## src/rtl/rr_arb_pkg.sv

```systemverilog
// Shared definitions for the round-robin arbiter and its per-port requester clients.
package rr_arb_pkg;

    localparam int NUM_PORTS = 4;

    typedef enum logic {
        IDLE   = 1'b0,
        ACTIVE = 1'b1
    } rr_state_e;

    // One-hot grant vectors as driven on the arbiter's gnt bus.
    localparam logic [NUM_PORTS-1:0] GNT_P0 = 4'b0001;
    localparam logic [NUM_PORTS-1:0] GNT_P1 = 4'b0010;
    localparam logic [NUM_PORTS-1:0] GNT_P2 = 4'b0100;
    localparam logic [NUM_PORTS-1:0] GNT_P3 = 4'b1000;

endpackage

```

## src/rtl/rr_job_fifo.sv

```systemverilog
// Synchronous job FIFO; pointers carry an extra wrap bit so full/empty come straight from the flops.
module rr_job_fifo #(
    parameter int DEPTH = 4,
    parameter int W     = 4
) (
    input  logic         clk,
    input  logic         rst,
    input  logic         push,
    input  logic [W-1:0] din,
    input  logic         pop,
    output logic [W-1:0] dout,
    output logic         full,
    output logic         empty
);

    localparam int AW = $clog2(DEPTH);

    logic [AW:0]  wr_ptr_q, wr_ptr_d;
    logic [AW:0]  rd_ptr_q, rd_ptr_d;
    logic [W-1:0] mem_q [DEPTH];
    logic [W-1:0] mem_d [DEPTH];
    logic         do_push;
    logic         do_pop;

    assign empty = (wr_ptr_q == rd_ptr_q);
    assign full  = (wr_ptr_q[AW] != rd_ptr_q[AW]) && (wr_ptr_q[AW-1:0] == rd_ptr_q[AW-1:0]);
    assign dout  = mem_q[rd_ptr_q[AW-1:0]];

    always_comb begin
        do_push  = push && (!full || pop);
        do_pop   = pop && !empty;
        wr_ptr_d = wr_ptr_q;
        rd_ptr_d = rd_ptr_q;
        mem_d    = mem_q;
        if (do_push) begin
            mem_d[wr_ptr_q[AW-1:0]] = din;
            wr_ptr_d                = wr_ptr_q + (AW+1)'(1);
        end
        if (do_pop) begin
            rd_ptr_d = rd_ptr_q + (AW+1)'(1);
        end
    end

    always_ff @(posedge clk) begin
        if (rst) begin
            wr_ptr_q <= '0;
            rd_ptr_q <= '0;
        end else begin
            wr_ptr_q <= wr_ptr_d;
            rd_ptr_q <= rd_ptr_d;
        end
    end

    always_ff @(posedge clk) begin
        mem_q <= mem_d;
    end

endmodule

```

## src/rtl/rr_req_client.sv

```systemverilog
// Requester agent for one arbiter port: queues burst jobs, holds req for every beat, flags starvation.
module rr_req_client
    import rr_arb_pkg::*;
#(
    parameter int DEPTH = 4,
    parameter int LEN_W = 4,
    parameter int TMO_W = 6
) (
    input  logic             clk,
    input  logic             rst,
    input  logic             job_valid,
    input  logic [LEN_W-1:0] job_len,
    output logic             job_ready,
    output logic             req,
    input  logic             gnt,
    output logic             beat_fire,
    output logic             beat_last,
    output logic             busy,
    output logic             starve,
    input  logic             starve_clr,
    output rr_state_e        state_dbg
);

    localparam logic [TMO_W-1:0] TIMEOUT = '1;

    rr_state_e        state_q, state_d;
    logic [LEN_W:0]   beats_left_q, beats_left_d;
    logic [TMO_W-1:0] wait_cnt_q, wait_cnt_d;
    logic             starve_q, starve_d;

    logic             fifo_push;
    logic             fifo_pop;
    logic             fifo_full;
    logic             fifo_empty;
    logic [LEN_W-1:0] head_len;
    logic [LEN_W:0]   head_beats;
    logic             active;
    logic             last_beat;

    // Handshake: a job transfers on a rising clk edge where job_valid && job_ready are both high.
    assign job_ready = !fifo_full;
    assign fifo_push = job_valid && job_ready;
    assign head_beats = {1'b0, head_len} + (LEN_W+1)'(1);

    rr_job_fifo #(
        .DEPTH (DEPTH),
        .W     (LEN_W)
    ) u_fifo (
        .clk   (clk),
        .rst   (rst),
        .push  (fifo_push),
        .din   (job_len),
        .pop   (fifo_pop),
        .dout  (head_len),
        .full  (fifo_full),
        .empty (fifo_empty)
    );

    always_comb begin
        active       = (state_q == ACTIVE);
        last_beat    = (beats_left_q == (LEN_W+1)'(1));
        beat_fire    = active && gnt && (beats_left_q != '0);
        beat_last    = beat_fire && last_beat;
        // A queued job is loaded on the last beat, so req only falls when nothing follows.
        req          = active && !(beat_last && fifo_empty);
        busy         = active || !fifo_empty;
        starve       = starve_q;
        state_dbg    = state_q;

        fifo_pop     = 1'b0;
        state_d      = state_q;
        beats_left_d = beats_left_q;
        case (state_q)
            IDLE: begin
                if (!fifo_empty) begin
                    fifo_pop     = 1'b1;
                    state_d      = ACTIVE;
                    beats_left_d = head_beats;
                end
            end
            ACTIVE: begin
                if (beat_fire) begin
                    if (last_beat) begin
                        if (!fifo_empty) begin
                            fifo_pop     = 1'b1;
                            beats_left_d = head_beats;
                        end else begin
                            state_d      = IDLE;
                            beats_left_d = '0;
                        end
                    end else begin
                        beats_left_d = beats_left_q - (LEN_W+1)'(1);
                    end
                end
            end
            default: state_d = IDLE;
        endcase

        wait_cnt_d = wait_cnt_q;
        if (!active || gnt) begin
            wait_cnt_d = '0;
        end else if (wait_cnt_q != TIMEOUT) begin
            wait_cnt_d = wait_cnt_q + TMO_W'(1);
        end

        starve_d = starve_q;
        if (starve_clr) begin
            starve_d = 1'b0;
        end
        if (wait_cnt_d == TIMEOUT) begin
            starve_d = 1'b1;
        end
    end

    always_ff @(posedge clk) begin
        if (rst) begin
            state_q      <= IDLE;
            beats_left_q <= '0;
            wait_cnt_q   <= '0;
            starve_q     <= 1'b0;
        end else begin
            state_q      <= state_d;
            beats_left_q <= beats_left_d;
            wait_cnt_q   <= wait_cnt_d;
            starve_q     <= starve_d;
        end
    end

endmodule
```

## config.mk

```make
export PLATFORM = sky130hd
export DESIGN_NAME = rr_req_client
export DESIGN_NICKNAME = d
export VERILOG_FILES = /design/src/rtl/rr_arb_pkg.sv /design/src/rtl/rr_job_fifo.sv /design/src/rtl/rr_req_client.sv
export SDC_FILE = /design/constraint.sdc
export NUM_CORES = 1
export LEC_CHECK = 0
export ABC_AREA = 0
export CORE_MARGIN = 5
export CORE_UTILIZATION = 30
export CTS_BUF_LIST = sky130_fd_sc_hd__clkbuf_4
export DETAILED_ROUTE_END_ITERATION = 8
export SYNTH_ARGS = -nofsm -noshare
export SYNTH_HDL_FRONTEND = slang
export SYNTH_SLANG_ARGS = --single-unit
```

## constraint.sdc

```tcl
create_clock -name clk -period 3.96 [get_ports clk]
set_clock_uncertainty 0.15 [all_clocks]
set_input_delay 0.792 -clock clk [delete_from_list [all_inputs] [get_ports clk]]
set_output_delay 0.792 -clock clk [all_outputs]
set_load 0.01 [all_outputs]
```

==> results.txt, run 1 <==
For the pin with the worst max-slew slack, the measured transition is 598 ps. The detailed router finished its first iteration with 72 violations. The power density over the cells is 555 mW/mm². The number of cells on the worst hold path came out at 1. The multi-input combinational cells in the finished layout cover a total of 948 µm².

Walking the worst path, the cells encountered are inv_1 > ha_1 > or4b_4 > nor3_1 > a21boi_0 > clkdlybuf4s50_1. The cell count after synthesis came out at 163. The number of cells on the worst reg-to-reg path came out at 5. The register area is 861 µm². Entering global routing, the biggest net connects 15 pins. The internal reg-to-reg setup slack is 1760 ps. The global-route wire length before repair is 5840 µm. The placeable core region is 0.00599 mm².

The number of buffers inserted by post-CTS setup repair is 0. The congestion estimate from routability-driven global placement came to 0.818. The floorplan step set the die width to 88.8 µm. The combined global-route utilization of all metal layers came out at 0.0984. The total number of placement rows is 28. The via count of the first global-routing pass came out at 1179. Setup repair after global routing left no endpoint under its margin. The tree is rooted in a sky130_fd_sc_hd__clkbuf_4. The layout cell share with drive strength beyond 1 is 0.153. For this design the top-level I/O count stands at 16. For this design the static power due to leakage is 0.000743 µW. The share of the clock period used by the worst path came out at 0.844.

The met2 track utilization from global routing is 0.143. The number of nets produced by synthesis came out at 182. For met3 alone, demand over resource in global routing was 0.0279. TritonCTS built the clock tree. The quantity of hold-fixing buffers added after cts is 0.

The worst slew slack as a fraction of its limit is 0.600. The worst hold path begins at starve$_SDFFE_PP0P_. The tool flagged a number of max-cap violations equal to 0. The clock sink total came out at 35. The post-synthesis sequential element count is 35. The number of warnings reported in the yosys synthesis log came out at 0. Setup total negative slack on the finished layout was measured at 0 ps. The total number of vias is 1252. The average wire per cell in the routed design came out at 13.1 µm. The final count of negative-setup-slack endpoints is 0.

The initial antenna violation count came out at 0. The worst hold path belongs to the class reg2reg. The TritonCTS buffer count came out at 5. The via density per instance is 4.85. The endpoint with the worst hold slack is starve$_SDFFE_PP0P_. The count of H-tree levels built during CTS came out at 2. The hold violation total from the final report came out at 0. The maximum clock frequency came out at 299 MHz. The layer with the highest usage is met2.

The final antenna-violating net count came out at 0. The iteration count of the initial detailed-routing pass came out at 5. The remaining design rule violation count is 0.

After filler insertion, the fill cell instance count of the layout stands at 599. The required time of the critical path is 3020 ps. The total standard cell area after synthesis is 0.00186 mm². In this run the critical register-to-register path is captured at beats_left_q[2]$_SDFFE_PP0P_. Synthesis instantiated 48 different standard cells from the library. The initial core utilization is 0.311. The cell family contributing the most delay on the critical path is simple AND/OR/NAND/NOR gates. The growth of design area from synthesis to finish is 15.5%. The detailed-route wire length is 3390 µm. The final design area excluding fillers came out at 0.00215 mm². On the final layout, the worst hold slack is 349 ps. The half-perimeter wire length after detailed placement is 2490 µm. The run finished with clean final reports. After detailed placement, the total cell area comes to 0.00209 mm². The number of enable-type register cells in the synthesized netlist came out at 16. The global-route track usage on met1 is 0.133. STA classifies the critical path endpoint as an output pin. The data arrival time of the worst path is 2400 ps. The maximum vdd drop came out at 222 µV. The total congestion overflow after global routing is 0. In this run the tool buffered the top-level ports with 15 buffer cells.

Post-CTS repair changed the size of 0 cells. The worst-case setup slack after placement is 724 ps. A synthesized cell averages 11.4 µm². The insertion delay of the later-clocked pin in the worst-skew pair is 350 ps.

The register area share after synthesis is 0.463. The max-slew violation total from the final report came to 0. The y dimension of the die is 88.8 µm. The slowest stage of the critical path belongs to the cell sky130_fd_sc_hd__or4b_4. The clock period minus worst slack came out at 3340 ps. After clock tree synthesis, the clock-pin slew on the worst setup and hold paths is 120 ps. The highest net fanout along the worst path is 4. The deepest clock path buffer count is 2. For this run, the leading register cell type out of synthesis is sky130_fd_sc_hd__dfxtp_1. Tracing the worst setup path back leads to its startpoint at beats_left_q[1]$_SDFFE_PP0P_. The worst setup slack after layout is 617 ps. Counting flops with an async set or reset pin after synthesis yields a share of 0. The number of diodes is 0. The startpoint of the worst-slack reg-to-reg timing path is u_fifo.rd_ptr_q[0]$_SDFFE_PP0P_. The worst stage delay on the critical path is 530 ps. The die covers 0.00788 mm². The critical setup path kind is reg2out. The number of buffers and inverters on the critical path is 2. The post-layout net count is 201. The startpoint type of the worst setup path is a flip-flop.
cell families (layout without fill, tap and decap cells):
kind of cell,count (synthesis),after routing,share of synthesized area
xor+xnor,11,11,0.0639
fa+ha+maj,10,10,0.0672
flops,35,35,0.463
mux,7,7,0.0652
compound gates,28,28,0.125
simple gates,61,61,0.188
buf+inv,11,31,0.0276
report_power, final:
| group | total (µW) | internal [µW] | leakage [µW] | switching, µW |
|---|---|---|---|---|
| Combinational | 512 | 247 | 0.000413 | 265 |
| Clock | 202 | 70.9 | 0.0000278 | 131 |
| Sequential | 480 | 421 | 0.000302 | 59.3 |
how the worst max path moves through the flow:
stage / to / slack (ps) / cells past startpoint
after floorplan: req / 1390 / 5
after global routing: req / 460 / 6
final: req / 620 / 6
after CTS: req / 590 / 6
after global placement: req / 720 / 5
after detailed placement: req / 720 / 5
per-layer routing:
| metal | vias up | part of all wire |
|---|---|---|
| met4 | 0 | 0.017 |
| li1 | 637 | - |
| met2 | 19 | 0.43 |
| met3 | 6 | 0.039 |
| met1 | 590 | 0.51 |
| met5 | - | 0 |
metrics by stage:
| step | cells | total power (µW) | utilization |
|---|---|---|---|
| floorplan | 163 | 878 | - |
| global placement | 250 | 1000 | 0.348 |
| detailed placement | 250 | 1010 | 0.348 |
| CTS | 258 | 1210 | 0.359 |
| global route | 258 | 1280 | 0.359 |
| finish | 258 | 1190 | 0.359 |
final cells by class:
cell class | count | share of cell area
clock buffers | 5 | 0.0175
clock inverters | 3 | 0.0111
inverters | 7 | 0.0122
multi-input cells | 117 | 0.441
flip-flops and latches | 35 | 0.401
well taps | 75 | 0.0437
repair buffers | 16 | 0.0734
cell usage in the layout, fill, tap and decap left out, drive strengths merged, types with 2 or more instances in the layout:
cell	instances
a211oi	5
a21boi	2
a21oi	5
and2	4
and3	2
and3b	2
clkbuf	5
clkdlybuf4s50	15
clkinvlp	2
dfxtp	19
edfxtp	16
ha	10
inv	8
mux2i	2
mux4	4
nand2	6
nand3	6
nand3b	2
nand4	3
nor2	25
nor3	6
nor3b	2
o21ai	7
xnor2	7
xor2	4
worst reg2reg max path, stage by stage (launching register included):
cell and delay (ps):
sky130_fd_sc_hd__dfxtp_1 620, sky130_fd_sc_hd__mux4_2 610, sky130_fd_sc_hd__ha_1 250, sky130_fd_sc_hd__xnor2_1 180, sky130_fd_sc_hd__a2bb2oi_1 190, sky130_fd_sc_hd__a21oi_1 80
Yosys cell counts (all sizes together), types with 2 or more instances:
cell,instances,area share
mux4,4,0.048
o21ai,7,0.033
a21boi,2,0.0081
and2,4,0.013
nand3b,2,0.010
nand3,6,0.026
nor2,25,0.050
nand2,6,0.021
mux2i,2,0.011
and3b,2,0.011
nor3,6,0.016
a211oi,5,0.023
and3,2,0.0067
inv,7,0.014
nor3b,2,0.0081
xor2,4,0.023
a21oi,5,0.013
buf,3,0.011
nand4,3,0.010
ha,10,0.067
xnor2,7,0.041
edfxtp,16,0.26
dfxtp,19,0.20
registers in the layout, indices dropped and copies added (netlist names):
| register | cells |
|---|---|
| u_fifo.wr_ptr_q | 3 |
| starve | 1 |
| u_fifo.rd_ptr_q | 3 |
| wait_cnt_q | 6 |
| u_fifo.mem_q | 16 |
| state_dbg | 1 |
| beats_left_q | 5 |
No activity file was read; power rests on OpenSTA's default activity.
==> run 2: changes to the inputs <==
Clock period 3.96 ns to 2.81 ns, I/O delays scaled along.
==> results.txt, run 2 (synthesis results as in run 1) <==
The insertion delay of the later-clocked pin in the worst-skew pair is 350 ps (about the same). The number of placed instances, taps included was 255 (+2.0%). The final weighted congestion in routability-driven placement is 0.827 (+1.1%). The deepest clock path buffer count is 2 (unchanged). The power density over the cells was 780 mW/mm² (+40%). The largest registers in the layout are u_fifo.mem_q: 16 flops, wait_cnt_q: 6 flops, beats_left_q: 5 flops. The internal reg-to-reg setup slack is 760 ps (-1000 ps).

The largest net degree at the start of global routing is 14 (-1). The max-slew violation total from the final report is 0 (unchanged). The data arrival time of the worst path came out at 1980 ps (-420 ps). The detailed-route wire length is 3340 µm (-1.6%). The worst setup slack after layout was 122 ps (-494 ps). The initial DRC count came to 76 (+5.6%). The count of H-tree levels built during CTS came out at 2 (unchanged). The average wire per cell in the routed design came out at 12.7 µm (-3.5%). The maximum vdd drop is 304 µV (+37%). The area after detailed placement was 0.00212 mm² (+1.8%). The remaining design rule violation count came to 0 (unchanged). In this run the most critical hold path is launched from starve$_SDFFE_PP0P_.

The count of max-cap constraint violations is 0 (unchanged). STA classifies the critical path startpoint as a flip-flop. The global-route wire length before repair is 5920 µm (+1.3%). The worst slew slack as a fraction of its limit is 0.755 (+0.155). The width of the chip was 88.8 µm (unchanged). The final design area excluding fillers was 0.00220 mm² (+2.5%).

The clock transition at the registers of the reported paths was 120 ps (about the same). The initial antenna violation count is 0 (unchanged). Leaving out fill and tap cells, the most frequent cells in the layout are sky130_fd_sc_hd__nor2_1, sky130_fd_sc_hd__dfxtp_1, sky130_fd_sc_hd__edfxtp_1, sky130_fd_sc_hd__clkdlybuf4s50_1, sky130_fd_sc_hd__ha_1. The number of diodes is 0 (unchanged).

The library cell used most frequently in the layout, excluding fill and tap cells, is sky130_fd_sc_hd__nor2_1. The clock tree root buffer cell is sky130_fd_sc_hd__clkbuf_4. In this run the worst hold path is classified as reg2reg. The number of flip-flops in the largest register is 16 (unchanged). The growth of design area from synthesis to finish came out at 18.4%.

The clock sink total was 35 (unchanged). The worst-case setup slack after placement came out at 49.9 ps (-674 ps). The combined global-route utilization of all metal layers was 0.0983 (about the same). The share of the clock period used by the worst path came out at 0.956.

The required time of the critical path is 2100 ps (-920 ps). The final antenna-violating net count came out at 0 (unchanged). The die footprint came out at 0.00788 mm² (unchanged). The number of cells on the worst reg-to-reg path is 6 (+1). The static leakage was 0.000790 µW (+6.3%).

The signal on the critical path passes through inv_1 > ha_1 > or4b_4 > nor3_4 > a21boi_1 > dlygate4sd2_1. The y dimension of the die is 88.8 µm (unchanged). The number of I/O pins came out at 16 (unchanged). The TritonCTS buffer count came out at 5 (unchanged). The maximum clock frequency came out at 372 MHz. The final count of negative-setup-slack endpoints is 0 (unchanged). The register ranked first by flip-flop count is u_fifo.mem_q. The via density per instance is 4.66 (-3.9%).

For hold timing, the worst endpoint is starve$_SDFFE_PP0P_. The transition time of the tightest slew-check pin came to 367 ps (-231 ps). The layout cell share with drive strength beyond 1 came out at 0.186 (+0.0332).

The via count of the first global-routing pass came out at 1282 (+8.7%). The hold violation total from the final report is 0 (unchanged). The count of placed standard cells in the final layout, fillers left out was 263 (+1.9%). The half-perimeter wire length after detailed placement came to 2460 µm (-1.3%). STA classifies the critical path endpoint as an output pin. The worst stage delay on the critical path came to 480 ps (-50 ps).

The total congestion overflow after global routing came out at 0 (unchanged). The initial core utilization came out at 0.311 (unchanged). The endpoint identified for the worst register-to-register timing path is beats_left_q[2]$_SDFFE_PP0P_.

The quantity of I/O buffers inserted on ports came out at 15 (unchanged). The post-layout net count came out at 206 (+2.5%). The startpoint of the worst-slack reg-to-reg timing path is u_fifo.rd_ptr_q[0]$_SDFFE_PP0P_. The placeable core region is 0.00599 mm² (unchanged). The slowest stage of the critical path is the sky130_fd_sc_hd__or4b_4 cell. The sum of internal, switching and leakage power came to 1720 µW (+44%).

The quantity of hold-fixing buffers added after cts is 0 (unchanged). TritonCTS built the clock tree. The critical path in this run is classified as reg2out. The total number of vias is 1226 (-2.1%). The iteration count of the initial detailed-routing pass came out at 4 (-1). The clock period minus worst slack is 2690 ps. The run finished with clean final reports.

The highest net fanout along the worst path came out at 4 (unchanged). The setup total negative slack came to 0 ps (unchanged). The total number of placement rows came out at 28 (unchanged). The number of cells on the worst hold path came out at 1 (unchanged).
[run 2: cell type report]
cell class / instances / area [µm²]
Clock inverter: 3 / 25.0
Clock buffer: 5 / 37.5
Multi-Input combinational cell: 117 / 966
Inverter: 7 / 26.3
Fill cell: 571 / 3790
Tap cell: 75 / 93.8
Sequential cell: 35 / 861
Timing Repair Buffer: 21 / 193
[run 2: repair_timing]
| action | 4_1_cts | 5_1_grt |
|---|---|---|
| setup buffers | 0 | 0 |
| endpoints found under the setup margin | 2 | 2 |
| gates resized for setup | 3 | 3 |
| pin swaps | 0 | 0 |
[run 2: where the power goes]
part	switching, µW	internal [µW]	leakage (µW)
Clock	192	100	0.0000314
Combinational	408	368	0.000457
Sequential	56.8	593	0.000302
[run 2: worst max path at each step]
stage | from | to
floorplan | beats_left_q[1]$_SDFFE_PP0P_ | req
detailed placement | gnt | req
global route | beats_left_q[1]$_SDFFE_PP0P_ | req
finish | beats_left_q[1]$_SDFFE_PP0P_ | req
global placement | gnt | req
CTS | beats_left_q[0]$_SDFFE_PP0P_ | beat_fire
[run 2: metrics by stage]
step           hold WS, ps   util
2_1_floorplan          352      -
3_3_place_gp           304  0.355
3_5_place_dp           318  0.355
4_1_cts                351  0.365
5_1_grt                369  0.368
6_report               350  0.368
[run 2: critical path, delay by kind of cell, from the launching register on]
family	cells	cell delay, ps
adder cells (fa/ha/maj)	1	170
flip-flops	1	330
AO/OA/AOI/OAI	1	100
buffers and inverters	2	400
AND/OR/NAND/NOR	2	630
[run 2: routing by layer]
layer	vias to the layer above	routed length [µm]	track usage
met5	-	0	0
met4	0	56	0.0412
met3	6	127	0.0279
met2	21	1500	0.155
met1	557	1650	0.126
li1	642	-	-
==> run 3: changes to the inputs <==
Settings changed: SETUP_SLACK_MARGIN from default to 0.5.
Clock period 2.81 ns to 3.35 ns, I/O delays scaled along.
==> results.txt, run 3 (synthesis results as in run 1) <==
The run finished with clean final reports. The total number of vias came out at 1211 (-1.2%). The clock tree root buffer cell is sky130_fd_sc_hd__clkbuf_4.

TritonCTS built the clock tree. The number of I/O pins came to 16 (unchanged). The area used by multi-input combinational logic is 997 µm² (+3.2%). The final count of negative-setup-slack endpoints came out at 0 (unchanged). The startpoint of the worst-slack reg-to-reg timing path is u_fifo.rd_ptr_q[0]$_SDFFE_PP0P_. The worst slew slack as a fraction of its limit is 0.710 (-0.0454). The startpoint identified for the worst hold timing path is starve$_SDFFE_PP0P_. The clock sink total is 35 (unchanged). The largest net degree at the start of global routing is 15 (+1). The initial antenna violation count came to 0 (unchanged). The number of cells on the worst reg-to-reg path came out at 6 (unchanged). The power density over the cells came out at 660 mW/mm² (-15%). The total congestion overflow after global routing is 0 (unchanged). The most common cell after layout, fill and taps aside is sky130_fd_sc_hd__nor2_1. The maximum clock frequency came out at 369 MHz. More flip-flops sit in one register than any other, and that register is u_fifo.mem_q. The transition time of the tightest slew-check pin came out at 435 ps (+67.6 ps). The growth of design area from synthesis to finish came out at 19.6%. The deepest clock path buffer count is 2 (unchanged). The total number of placement rows was 28 (unchanged). The width of the chip is 88.8 µm (unchanged). The largest registers in the layout are u_fifo.mem_q: 16 flops, wait_cnt_q: 6 flops, beats_left_q: 5 flops. The layout cell share with drive strength beyond 1 came out at 0.203 (+0.0170). The y dimension of the die is 88.8 µm (unchanged). The path with the worst hold slack has its endpoint at starve$_SDFFE_PP0P_. The detailed-route wire length came to 3410 µm (+2.3%). The register area came out at 863 µm² (+0.29%). The average wire per cell in the routed design is 13.0 µm (+2.7%). The die footprint came out at 0.00788 mm² (unchanged). The remaining design rule violation count is 0 (unchanged). The final weighted congestion in routability-driven placement is 0.799 (-3.4%). The TritonCTS buffer count came out at 5 (unchanged). The count of max-cap constraint violations came out at 0 (unchanged).

The initial DRC count came out at 74 (-2.6%). The number of diodes came out at 0 (unchanged). The clock transition at the registers of the reported paths is 120 ps (about the same). Leaving out fill and tap cells, the most frequent cells in the layout are sky130_fd_sc_hd__nor2_1, sky130_fd_sc_hd__dfxtp_1, sky130_fd_sc_hd__edfxtp_1, sky130_fd_sc_hd__clkdlybuf4s50_1, sky130_fd_sc_hd__ha_1.

The setup total negative slack is 0 ps (unchanged). The via count of the first global-routing pass was 1187 (-7.4%). The initial core utilization came to 0.311 (unchanged). The endpoint of the worst-slack reg-to-reg timing path is beats_left_q[2]$_SDFFE_PP0P_. The half-perimeter wire length after detailed placement is 2490 µm (+1.6%). The critical path in this run is classified as reg2out. The share of the clock period used by the worst path is 0.810. The count of H-tree levels built during CTS came out at 2 (unchanged). The number of cells on the worst hold path came out at 1 (unchanged).

STA classifies the critical path startpoint as a flip-flop. The static leakage is 0.000805 µW (+1.9%). Setup repair after global routing left no endpoint under its margin. The final antenna-violating net count is 0 (unchanged).

The iteration count of the initial detailed-routing pass was 4 (unchanged). The quantity of hold-fixing buffers added after cts is 0 (unchanged). The hold violation total from the final report is 0 (unchanged).

The internal reg-to-reg setup slack is 1180 ps (+420 ps). The area after detailed placement is 0.00210 mm² (-1.1%). The global-route wire length before repair came out at 5600 µm (-5.5%).

The placeable core region came out at 0.00599 mm² (unchanged). The combined global-route utilization of all metal layers is 0.0945 (-0.00382). STA classifies the critical path endpoint as an output pin. The highest net fanout along the worst path came to 5 (+1). The max-slew violation total from the final report was 0 (unchanged).

The final design area excluding fillers came out at 0.00223 mm² (+1.1%). The via density per instance came out at 4.62 (-0.85%). The type of the worst min-delay path is reg2reg. The number of filler instances in the final layout is 586 (+2.6%). The insertion delay of the later-clocked pin in the worst-skew pair is 350 ps (about the same). The clock period minus worst slack came out at 2710 ps. The maximum vdd drop came out at 326 µV (+7.2%).

The required time of the critical path came out at 2530 ps (+430 ps). The data arrival time of the worst path came to 1890 ps (-90 ps). The number of flip-flops in the largest register is 16 (unchanged). The post-layout net count is 205 (-0.49%). In this run the worst setup path begins at u_fifo.wr_ptr_q[2]$_SDFFE_PP0P_.

The quantity of I/O buffers inserted on ports was 15 (unchanged).
run 3: cell types whose count changed in the layout (fill, tap and decap cells not counted), moves of 2 or more:
cell and delta:
sky130_fd_sc_hd__xnor2_2 -2, sky130_fd_sc_hd__dfxtp_1 -2, sky130_fd_sc_hd__xnor2_4 +2, sky130_fd_sc_hd__clkinv_4 -2, sky130_fd_sc_hd__dfxtp_2 +2
run 3: what timing repair did:
item | in CTS | in global routing
endpoints found under the hold margin | 0 | 0
setup buffers | 0 | 2
pin swaps | 0 | 1
setup endpoints to repair | 4 | 4
gates resized for setup | 3 | 12
run 3: per-stage QoR:
stage	instances	hold slack, ps	utilization	setup slack [ps]	power (µW)
2_1_floorplan	163	352	-	907	1040
3_3_place_gp	252	303	0.351	360	1190
3_5_place_dp	252	308	0.351	376	1190
4_1_cts	260	337	0.361	363	1440
5_1_grt	262	367	0.372	506	1590
6_report	262	331	0.372	637	1470
run 3: worst max path at each step:
| stage | to | slack [ps] | cells after the start |
|---|---|---|---|
| after floorplan | req | 910 | 5 |
| after global placement | req | 360 | 5 |
| after detailed placement | req | 380 | 5 |
| after CTS | req | 360 | 6 |
| after global routing | busy | 510 | 4 |
| final | busy | 640 | 4 |
run 3: final cells by class:
type | count | area share
multi-input combinational | 117 | 0.448
sequential | 35 | 0.388
timing repair buffer | 20 | 0.0826
tap | 75 | 0.0422
clock buffer | 5 | 0.0169
inverter | 7 | 0.0118
clock inverter | 3 | 0.0107
run 3: metal layers:
layer | up-vias | global-route usage | wire length [µm]
met2 | 19 | 0.143 | 1570
met4 | 0 | 0.0453 | 52
met5 | - | 0 | 0
met1 | 547 | 0.122 | 1650
met3 | 6 | 0.0289 | 142
li1 | 639 | - | -
run 3: worst max-delay path, stage by stage (launching register included):
cell and delay (ps):
sky130_fd_sc_hd__dfxtp_1 410, sky130_fd_sc_hd__xor2_2 250, sky130_fd_sc_hd__and3b_4 270, sky130_fd_sc_hd__nand2b_1 90, sky130_fd_sc_hd__clkdlybuf4s50_1 540
run 3: where the power goes:
part           switching, µW  internal (µW)  leakage [µW]
Combinational            326            324      0.000474
Clock                    156           84.0     0.0000278
Sequential              80.5            499      0.000303
Total                    563            907      0.000805
